===== config.mk =====
export PLATFORM = sky130hd
export DESIGN_NAME = alu_pipe
export DESIGN_NICKNAME = d
export VERILOG_FILES = /design/src/rtl/alu_pkg.sv /design/src/rtl/alu_comb.sv /design/src/rtl/alu_pipe.sv
export SDC_FILE = /design/constraint.sdc
export NUM_CORES = 1
export LEC_CHECK = 0
export CELL_PAD_IN_SITES_DETAIL_PLACEMENT = 0
export CELL_PAD_IN_SITES_GLOBAL_PLACEMENT = 1
export CORE_UTILIZATION = 29
export CTS_CLUSTER_DIAMETER = 100
export CTS_CLUSTER_SIZE = 40
export DETAILED_ROUTE_END_ITERATION = 12
export PLACE_DENSITY_LB_ADDON = 0.25
export SETUP_SLACK_MARGIN = 0.4
export SLEW_MARGIN = 20
export SYNTH_ARGS = -nofsm -noshare
export SYNTH_HDL_FRONTEND = slang
export SYNTH_SLANG_ARGS = --single-unit

===== constraint.sdc =====
create_clock -name clk -period 4.4 [get_ports clk]
set_clock_uncertainty 0.15 [all_clocks]
set_input_delay 1.32 -clock clk [delete_from_list [all_inputs] [get_ports clk]]
set_output_delay 1.32 -clock clk [all_outputs]
set_load 0.005 [all_outputs]

===== src/rtl/alu_pkg.sv =====
// Shared types for the pipelined ALU: opcode encoding and result flag bundle.
package alu_pkg;

  typedef enum logic [3:0] {
    OP_ADD  = 4'd0,
    OP_SUB  = 4'd1,
    OP_AND  = 4'd2,
    OP_OR   = 4'd3,
    OP_XOR  = 4'd4,
    OP_NOT  = 4'd5,
    OP_SHL  = 4'd6,
    OP_SHR  = 4'd7,
    OP_ADC  = 4'd8,
    OP_SBC  = 4'd9,
    OP_SAR  = 4'd10,
    OP_ROL  = 4'd11,
    OP_CMP  = 4'd12,
    OP_PASS = 4'd13
  } alu_op_e;

  typedef struct packed {
    logic z;
    logic n;
    logic c;
    logic v;
  } alu_flags_t;

endpackage


===== src/rtl/alu_comb.sv =====
// Combinational ALU datapath: computes result, Z/N/C/V flags, the illegal
// opcode indication and whether the op writes the chained carry register.
module alu_comb
  import alu_pkg::*;
#(
  parameter int WIDTH = 8
) (
  input  logic [WIDTH-1:0] a,
  input  logic [WIDTH-1:0] b,
  input  logic [3:0]       op,
  input  logic             cin,
  output logic [WIDTH-1:0] result,
  output alu_flags_t       flags,
  output logic             illegal,
  output logic             updates_c
);

  localparam int SHW = $clog2(WIDTH);
  // WIDTH always fits in SHW+1 bits, which is the span of a widened shift amount
  localparam logic [SHW:0] W_EXT = WIDTH[SHW:0];

  alu_op_e          op_s;
  logic             add_cin_s;
  logic             sub_cin_s;
  logic [WIDTH:0]   sum_s;
  logic [WIDTH:0]   diff_s;
  logic             add_v_s;
  logic             sub_v_s;
  logic [SHW-1:0]   sh_s;
  logic [SHW:0]     sh_ext_s;
  logic [SHW:0]     rol_amt_s;
  logic [WIDTH:0]   shl_s;
  logic [WIDTH:0]   shr_s;
  logic [WIDTH:0]   sar_s;
  logic [WIDTH-1:0] rol_s;
  logic [WIDTH-1:0] res_s;
  logic [WIDTH-1:0] flag_res_s;
  logic             c_s;
  logic             v_s;
  logic             ill_s;
  logic             upd_s;
  logic             cmp_s;

  assign op_s      = alu_op_e'(op);
  // Only the chained variants consume the carry register; ADD/SUB start a new chain
  assign add_cin_s = (op_s == OP_ADC) ? cin : 1'b0;
  assign sub_cin_s = (op_s == OP_SBC) ? cin : 1'b0;

  // Bit WIDTH of sum is carry-out; bit WIDTH of difference is borrow-out
  assign sum_s   = {1'b0, a} + {1'b0, b} + {{WIDTH{1'b0}}, add_cin_s};
  assign diff_s  = {1'b0, a} - {1'b0, b} - {{WIDTH{1'b0}}, sub_cin_s};
  assign add_v_s = (a[WIDTH-1] == b[WIDTH-1]) && (sum_s[WIDTH-1] != a[WIDTH-1]);
  assign sub_v_s = (a[WIDTH-1] != b[WIDTH-1]) && (diff_s[WIDTH-1] != a[WIDTH-1]);

  // Shifts use one extra bit so the last bit shifted out lands in a fixed spot;
  // amounts at or beyond WIDTH then naturally yield zero / sign fill.
  assign sh_s      = b[SHW-1:0];
  assign sh_ext_s  = {1'b0, sh_s};
  assign shl_s     = {1'b0, a} << sh_s;
  assign shr_s     = {a, 1'b0} >> sh_s;
  assign sar_s     = $signed({a, 1'b0}) >>> sh_s;
  // sh < 2*WIDTH, so a single conditional subtract gives sh mod WIDTH
  assign rol_amt_s = (sh_ext_s >= W_EXT) ? (sh_ext_s - W_EXT) : sh_ext_s;
  assign rol_s     = (a << rol_amt_s) | (a >> (W_EXT - rol_amt_s));

  // Opcode decode: select result, carry/overflow and side-effect indications
  always_comb begin
    res_s = {WIDTH{1'b0}};
    c_s   = 1'b0;
    v_s   = 1'b0;
    ill_s = 1'b0;
    upd_s = 1'b0;
    cmp_s = 1'b0;
    case (op_s)
      OP_ADD, OP_ADC: begin
        res_s = sum_s[WIDTH-1:0];
        c_s   = sum_s[WIDTH];
        v_s   = add_v_s;
        upd_s = 1'b1;
      end
      OP_SUB, OP_SBC: begin
        res_s = diff_s[WIDTH-1:0];
        c_s   = diff_s[WIDTH];
        v_s   = sub_v_s;
        upd_s = 1'b1;
      end
      OP_CMP: begin
        res_s = a;
        c_s   = diff_s[WIDTH];
        v_s   = sub_v_s;
        upd_s = 1'b1;
        cmp_s = 1'b1;
      end
      OP_AND:  res_s = a & b;
      OP_OR:   res_s = a | b;
      OP_XOR:  res_s = a ^ b;
      OP_NOT:  res_s = ~a;
      OP_SHL: begin
        res_s = shl_s[WIDTH-1:0];
        c_s   = shl_s[WIDTH];
      end
      OP_SHR: begin
        res_s = shr_s[WIDTH:1];
        c_s   = shr_s[0];
      end
      OP_SAR: begin
        res_s = sar_s[WIDTH:1];
        c_s   = sar_s[0];
      end
      OP_ROL: begin
        res_s = rol_s;
        c_s   = (sh_s != {SHW{1'b0}}) ? rol_s[0] : 1'b0;
      end
      OP_PASS: res_s = b;
      default: ill_s = 1'b1;
    endcase
  end

  // Flag generation: CMP reports Z/N of the difference, illegal ops clear all flags
  always_comb begin
    flag_res_s = res_s;
    flags      = 4'b0000;
    if (cmp_s) begin
      flag_res_s = diff_s[WIDTH-1:0];
    end else begin
      flag_res_s = res_s;
    end
    if (ill_s) begin
      flags = 4'b0000;
    end else begin
      flags.z = (flag_res_s == {WIDTH{1'b0}});
      flags.n = flag_res_s[WIDTH-1];
      flags.c = c_s;
      flags.v = v_s;
    end
  end

  assign result    = res_s;
  assign illegal   = ill_s;
  assign updates_c = upd_s;

endmodule


===== src/rtl/alu_pipe.sv =====
// Two-stage valid/ready ALU pipeline: stage 1 holds the accepted operands,
// stage 2 holds the registered result and flags. Keeps the carry that
// chains ADC/SBC sequences across words.
module alu_pipe
  import alu_pkg::*;
#(
  parameter int WIDTH = 8
) (
  input  logic             clk,
  input  logic             rst,
  input  logic             in_valid,
  output logic             in_ready,
  input  logic [WIDTH-1:0] in_a,
  input  logic [WIDTH-1:0] in_b,
  input  logic [3:0]       in_op,
  output logic             out_valid,
  input  logic             out_ready,
  output logic [WIDTH-1:0] out_result,
  output logic             out_zero,
  output logic             out_neg,
  output logic             out_carry,
  output logic             out_ovf,
  output logic             out_illegal
);

  logic             s1_valid_r;
  logic [WIDTH-1:0] s1_a_r;
  logic [WIDTH-1:0] s1_b_r;
  logic [3:0]       s1_op_r;
  logic             carry_r;
  logic             s2_take_s;
  logic             s1_move_s;
  logic [WIDTH-1:0] res_s;
  alu_flags_t       flags_s;
  logic             ill_s;
  logic             upd_s;

  // Stage 2 can load whenever it is empty or its result leaves this cycle
  assign s2_take_s = !out_valid || out_ready;
  assign in_ready  = !s1_valid_r || s2_take_s;
  assign s1_move_s = s1_valid_r && s2_take_s;

  alu_comb #(
    .WIDTH (WIDTH)
  ) u_comb (
    .a         (s1_a_r),
    .b         (s1_b_r),
    .op        (s1_op_r),
    .cin       (carry_r),
    .result    (res_s),
    .flags     (flags_s),
    .illegal   (ill_s),
    .updates_c (upd_s)
  );

  // Stage 1: capture an offered operation whenever the stage can advance
  always_ff @(posedge clk or posedge rst) begin
    if (rst) begin
      s1_valid_r <= 1'b0;
      s1_a_r     <= {WIDTH{1'b0}};
      s1_b_r     <= {WIDTH{1'b0}};
      s1_op_r    <= 4'd0;
    end else if (in_ready) begin
      s1_valid_r <= in_valid;
      if (in_valid) begin
        s1_a_r  <= in_a;
        s1_b_r  <= in_b;
        s1_op_r <= in_op;
      end
    end
  end

  // Stage 2: register result and flags; hold them while the consumer stalls
  always_ff @(posedge clk or posedge rst) begin
    if (rst) begin
      out_valid   <= 1'b0;
      out_result  <= {WIDTH{1'b0}};
      out_zero    <= 1'b0;
      out_neg     <= 1'b0;
      out_carry   <= 1'b0;
      out_ovf     <= 1'b0;
      out_illegal <= 1'b0;
    end else if (s2_take_s) begin
      out_valid <= s1_valid_r;
      if (s1_valid_r) begin
        out_result  <= res_s;
        out_zero    <= flags_s.z;
        out_neg     <= flags_s.n;
        out_carry   <= flags_s.c;
        out_ovf     <= flags_s.v;
        out_illegal <= ill_s;
      end
    end
  end

  // Chained carry: written by arithmetic ops in program order as they leave stage 1
  always_ff @(posedge clk or posedge rst) begin
    if (rst) begin
      carry_r <= 1'b0;
    end else if (s1_move_s && upd_s) begin
      carry_r <= flags_s.c;
    end
  end

endmodule


# Word level (Yosys, flattened, before mapping)
# Index checks and enable logic that the tools add are counted.
[totals] register_bits=36 in_bits=24 output_inout_bits=15 elab_cells=76
[classes] addsub=6 order_cmp=1 eq_ne=17 shifts=5 n_mux=12 bitwise=5 n_reduce_logical=18
[op_table] op="8-bit case mux with 12 select lines" count=1
[op_table] op="4-bit equality test, second input constant" count=6
[op_table] op="4-bit by 3-bit equality test with 1-bit output, second input constant" count=4
[op_table] op="8-bit bitwise OR" count=2
[op_table] op="14-bit OR reduction" count=1
[op_table] op="8-bit by 8-bit adder with 9-bit output" count=1
[op_table] op="9-bit by 1-bit adder with 9-bit output" count=1
[op_table] op="8-bit by 3-bit left shift with 9-bit output" count=1
[op_table] op="9-bit by 3-bit right shift with 9-bit output" count=1
[op_table] op="9-bit by 3-bit >>> shifter with 9-bit output" count=1
[op_table] op="8-bit by 8-bit subtractor with 9-bit output" count=1
[op_table] op="9-bit by 1-bit subtractor with 9-bit output" count=1
[op_table] op="8-bit AND" count=1
[op_table] op="4-bit by 2-bit equality test with 1-bit output, second input constant" count=2
[op_table] op="8-bit logical NOT" count=1
[op_table] op="4-bit two-way mux" count=2
[op_table] op="8-bit two-way mux" count=1
[op_table] op="8-bit NOT" count=1
[op_table] op="8-bit by 4-bit left shift with 8-bit output" count=1
[op_table] op="8-bit by 4-bit right shift with 8-bit output" count=1
[op_table] op="8-bit bitwise XOR" count=1
[op_table] op="1-bit two-way mux" count=6
[op_table] op="1-bit case mux with 6 select lines" count=1
[op_table] op="5-bit OR reduction" count=1
[op_table] op="15 further kinds" count=24

# Logic depth before layout (Yosys ltp)
[depth] word_depth=9 mapped_depth=15 ltp_nobuf=13

# Cells and area by module
# From an unflattened synthesis, not the netlist that was laid out.
[unflattened] hier_cells=470 area_unflattened_um2=4314.1
[by_module_without_submodules] module="alu_comb" instances=1 cells_each=389 area_each_um2=2867.8
[by_module_without_submodules] module="alu_pipe" instances=1 cells_each=81 area_each_um2=1446.4

# Least setup slack after synthesis
# Ideal clock, no wire load.
[synth_timing] kind="register to register" from="reg s1_op_r[0]" to="reg out_neg" arrival_ns=3.331 setup_slack_ns=0.795 path_stages_with_launch=14 n_path_buf=3 period_less_slack_ns=3.605 path_cell_list="dfrtp_1 -> buf_2 -> buf_2 -> buf_1 -> nand4_1 -> fa_1 -> ha_1 -> o21ai_0 -> a2111oi_2 -> or3_1 -> a21oi_1 -> a2111oi_2 -> a31oi_1 -> mux2_2"
[synth_via] elab_chain_cells=6 word_cells_on_any_way=25 classes_between="add/sub (2); eq/ne (13); mux (6); reduce/logical (4)"
[synth_rtl] element="start: declaration" line="alu_pipe.sv:29" source="logic [3:0] s1_op_r;"
[synth_rtl] element="start signal: assignment" line="alu_pipe.sv:68" source="s1_op_r <= in_op;"
[synth_rtl] element="4-bit equality test, on equally long branches" line="alu_comb.sv:47, alu_comb.sv:74, alu_comb.sv:46"
[synth_rtl] element="1-bit two-way mux, on equally long branches" line="alu_comb.sv:47, alu_comb.sv:46"
[synth_rtl] element="9-bit by 1-bit subtractor with 9-bit output / 9-bit by 1-bit adder with 9-bit output (equally long branches)" line="alu_comb.sv:51, alu_comb.sv:50"
[synth_rtl] element="8-bit case mux with 12 select lines" line="alu_comb.sv:74" source="case (op_s)"
[synth_rtl] element="8-bit two-way mux" line="alu_comb.sv:123" source="if (cmp_s) begin"
[synth_rtl] element="4-bit two-way mux (*)" line="alu_comb.sv:128" source="if (ill_s) begin"
[synth_rtl] element="end signal: assignment" line="alu_pipe.sv:88" source="out_neg <= flags_s.n;"
[synth_rtl] element="end: declaration" line="alu_pipe.sv:20" source="output logic out_neg,"
# Every way passes the cells marked *; elsewhere a longest branch is shown, timed or not.
# A chain may end at the register's enable or synchronous reset.

# Worst setup path in the final report
[layout_timing] from="in out_ready" to="out in_ready"
[layout_via] elab_chain_cells=2
[layout_rtl] element="start: declaration" line="alu_pipe.sv:17" source="input logic out_ready,"
[layout_rtl] element="1-bit logical OR" line="alu_pipe.sv:39" source="assign s2_take_s = !out_valid || out_ready;"
[layout_rtl] element="1-bit logical OR" line="alu_pipe.sv:40" source="assign in_ready = !s1_valid_r || s2_take_s;"
[layout_rtl] element="end: declaration" line="alu_pipe.sv:12" source="output logic in_ready,"
# Every way passes these cells.

==> results.yml <==
floorplan:
  fp.coreArea_sq_um: 14480
  die_y_microns: 123.7
  die_area_sq_um: 15300
  fp.dieW_microns: 123.7
  pin_count: 39
  rows: 44
  start_util: 0.2967
clock_network:
  clk_pin_slew_ns: 0.05
  cts_sinks: 36
  clkLatencyLatePin_ns: 0.29
  cts_tree: "built"
  ctsResizeCount: 0
  clk_path_buf_depth: 2
  root_buffer: "clkbuf_16"
  cts_setup_buffers: 0
  htreeDepth: 2
  ctsHoldBuffers: 0
  cts_buffers: 5
global_routing:
  met3_usage: 0.02198
  grt_pass1_wl_microns: 23090
  gr-usage-met2: 0.3288
  grt_overflow: 0
  grt_pass1_vias: 3892
  use_met1: 0.2739
  grt_usage: 0.2028
  grt_max_degree: 38
  grt_busiest_layer: "met2"
  antenna_found_initial: 0
finish:
  layout_commonest_cell: "nand2_1"
  fin_area_sq_um: 4966
  area.sequential_sq_um: 900.9
  final_net_count: 579
  antenna_cells: 0
  nFillCells: 1509
  multiInputGateArea_sq_um: 3068
  drive_gt1_frac: 0.1349
  area_growth_pct: 15.61
  final_cell_mix: "45 x nand2_1, 38 x clkdlybuf4s50_1, 36 x dfrtp_1"
yosys:
  yosysUniqueCellTypes: 80
  syn_nets: 557
  syn_area_sq_um: 4295
  yosysTopAreaCell: "dfrtp_1"
  ys_ff_latch: 36
  synth_cells: 496
  synth_area_leaders: "dfrtp_1 21%, ha_1 9.6%, mux2_2 6.3%, mux4_2 4.7%, nand2_1 3.9%"
  synth_top_area_frac: 0.2097
  ys_seq_area_frac: 0.2097
  synth_edf_count: 0
  avgSynthCellArea_sq_um: 8.660
  yosys_warnings: 0
  synth_ff_type: "dfrtp_1"
  async_flop_share: 1.000
drt:
  dr.first_iter.drc_count: 372
  avgViaCountPerCell: 5.632
  post_drt_wl_per_cell_microns: 20.47
  final_antenna_net_count: 0
  vias: 3959
  drcViolationCount: 0
  drt-total-wl_microns: 14390
  first_pass_iters: 5
setup_path:
  end_kind: "primary output"
  crit_chain: "clkdlybuf4s50_1 -> nand3b_1 -> clkdlybuf4s50_1"
  critical_path_class: "input pin to primary output"
  worstPathMaxFanout: 3
  path_delay_family: "buffers and inverters"
  critical_path_buf_inv_count: 2
  cp-start-kind: "input pin"
  worstPathArrival_ns: 2.44
  cp.required_ns: 2.93
  crit_slowest_cell: "clkdlybuf4s50_1"
  cpMostUsedCell: "clkdlybuf4s50_1"
  critical-path-max-stage-delay_ns: 0.52
sta:
  hold_slack_ns: 0.3226
  drv_slew: 0
  relSlewSlack: 0.4471
  rsz0062_at_grt: "false"
  final.setup.tns_ns: 0
  setup_viol: 0
  worst_slew_pin_slew_ns: 0.8274
  final.min_clock_period_ns: 3.915
  hold_viol: 0
  fmax_ghz: 0.2554
  period_share: 0.8897
run_status:
  status: "complete, no violations"
power:
  combinationalPowerShare: 0.601
  intPower_mw: 1.205
  power_frac_seq: 0.224
  clkPwrFrac: 0.174
  vdd.ir_drop.worst_mv: 0.1478
  p_sw_frac: 0.4375
  switchingPower_uw: 936.9
  leakagePower_nw: 2.037
  cellPowerDensity_nw_per_um2: 431.2
place:
  globalplace.congestion: 0.8570
  post_dp_cell_area_sq_um: 4820
  dp_hpwl_microns: 10630
  numPortBuffers: 38
worst_hold_path:
  hold_path.class: "flop to flop"
run:
  drv_cap: 0
[worst reg2reg max path, cell delays in order (launching register included)]
cell	delay (ns)
dfrtp_1	0.52
nor2_1	0.29
nand3_1	0.15
fa_1	0.43
fa_1	0.44
nor2b_1	0.22
o31a_1	0.19
o22ai_1	0.12
xnor2_1	0.16
a221oi_1	0.44
a41oi_1	0.20
o31ai_2	0.19
[cell type report]
class | count | share of cell area
Clock buffer | 8 | 0.02948
Inverter | 34 | 0.02570
Multi-Input combinational cell | 388 | 0.6178
Sequential cell | 36 | 0.1814
Tap cell | 184 | 0.04636
Timing Repair Buffer | 53 | 0.09927
[registers in the layout, summed over array words and instances (netlist names)]
register / flops
out_carry: 1
carry_r: 1
s1_op_r: 4
s1_valid_r: 1
out_ovf: 1
out_valid: 1
out_illegal: 1
s1_b_r: 8
out_neg: 1
s1_a_r: 8
out_zero: 1
out_result: 8
[cells in the mapped netlist, types with 9 or more instances]
cell      number
nand2_1       45
dfrtp_1       36
ha_1          33
inv_1         33
nor2_1        33
o21ai_0       26
mux2_2        24
a21oi_1       19
buf_2         14
clkbuf_1      14
nor3_1        14
mux2i_1       13
nand2b_1      11
a211oi_1       9
mux4_2         9
[power groups by stage]
stage	registers, mW	clock network (mW)	logic (mW)
2_1_floorplan	0.471	0	0.896
3_3_place_gp	0.484	0	1.28
3_5_place_dp	0.489	0	1.28
4_1_cts	0.482	0.384	1.29
5_1_grt	0.494	0.396	1.42
6_report	0.481	0.373	1.29
[routing by layer]
metal	vias to the layer above	wire, microns
met3	26	680
met5	-	0
met1	1923	6520
met2	130	6709
li1	1880	-
met4	0	476
[final timing paths]
check | start | to | slack [ns] | cells past startpoint
max | out_ready | in_ready | 0.49 | 3
max reg2reg | s1_op_r[0]$_DFFE_PP0P_ | out_zero$_DFFE_PP0P_ | 0.80 | 11
min | out_result[3]$_DFFE_PP0P_ | out_result[3]$_DFFE_PP0P_ | 0.32 | 2
min reg2reg | out_result[3]$_DFFE_PP0P_ | out_result[3]$_DFFE_PP0P_ | 0.32 | 2
min in group asynchronous | rst | out_ovf$_DFFE_PP0P_ | 1.31 | 3
max in group asynchronous | rst | s1_b_r[2]$_DFFE_PP0P_ | 2.44 | 3
[metrics by stage]
step                      setup WS, ns    util  cells  power [mW]
after floorplan                 0.7948       -    496       1.366
after global placement          0.5008  0.3329    695       1.760
after detailed placement        0.4844  0.3329    695       1.766
after CTS                       0.4768  0.3430    703       2.151
after global routing            0.4235  0.3430    703       2.312
final                           0.4851  0.3430    703       2.141
[cells by family after synthesis]
| logic type | after synthesis | share of synthesized area |
|---|---|---|
| xor gates and xnor gates | 10 | 0.02039 |
| adders and majority gates | 37 | 0.1148 |
| DFF | 36 | 0.2097 |
| muxes | 48 | 0.1526 |
| and+or+nand+nor | 165 | 0.2132 |
| buffers and inverters | 72 | 0.07603 |
| AOI/OAI and AO/OA | 128 | 0.2132 |
Power figures use the tool's default switching activity.
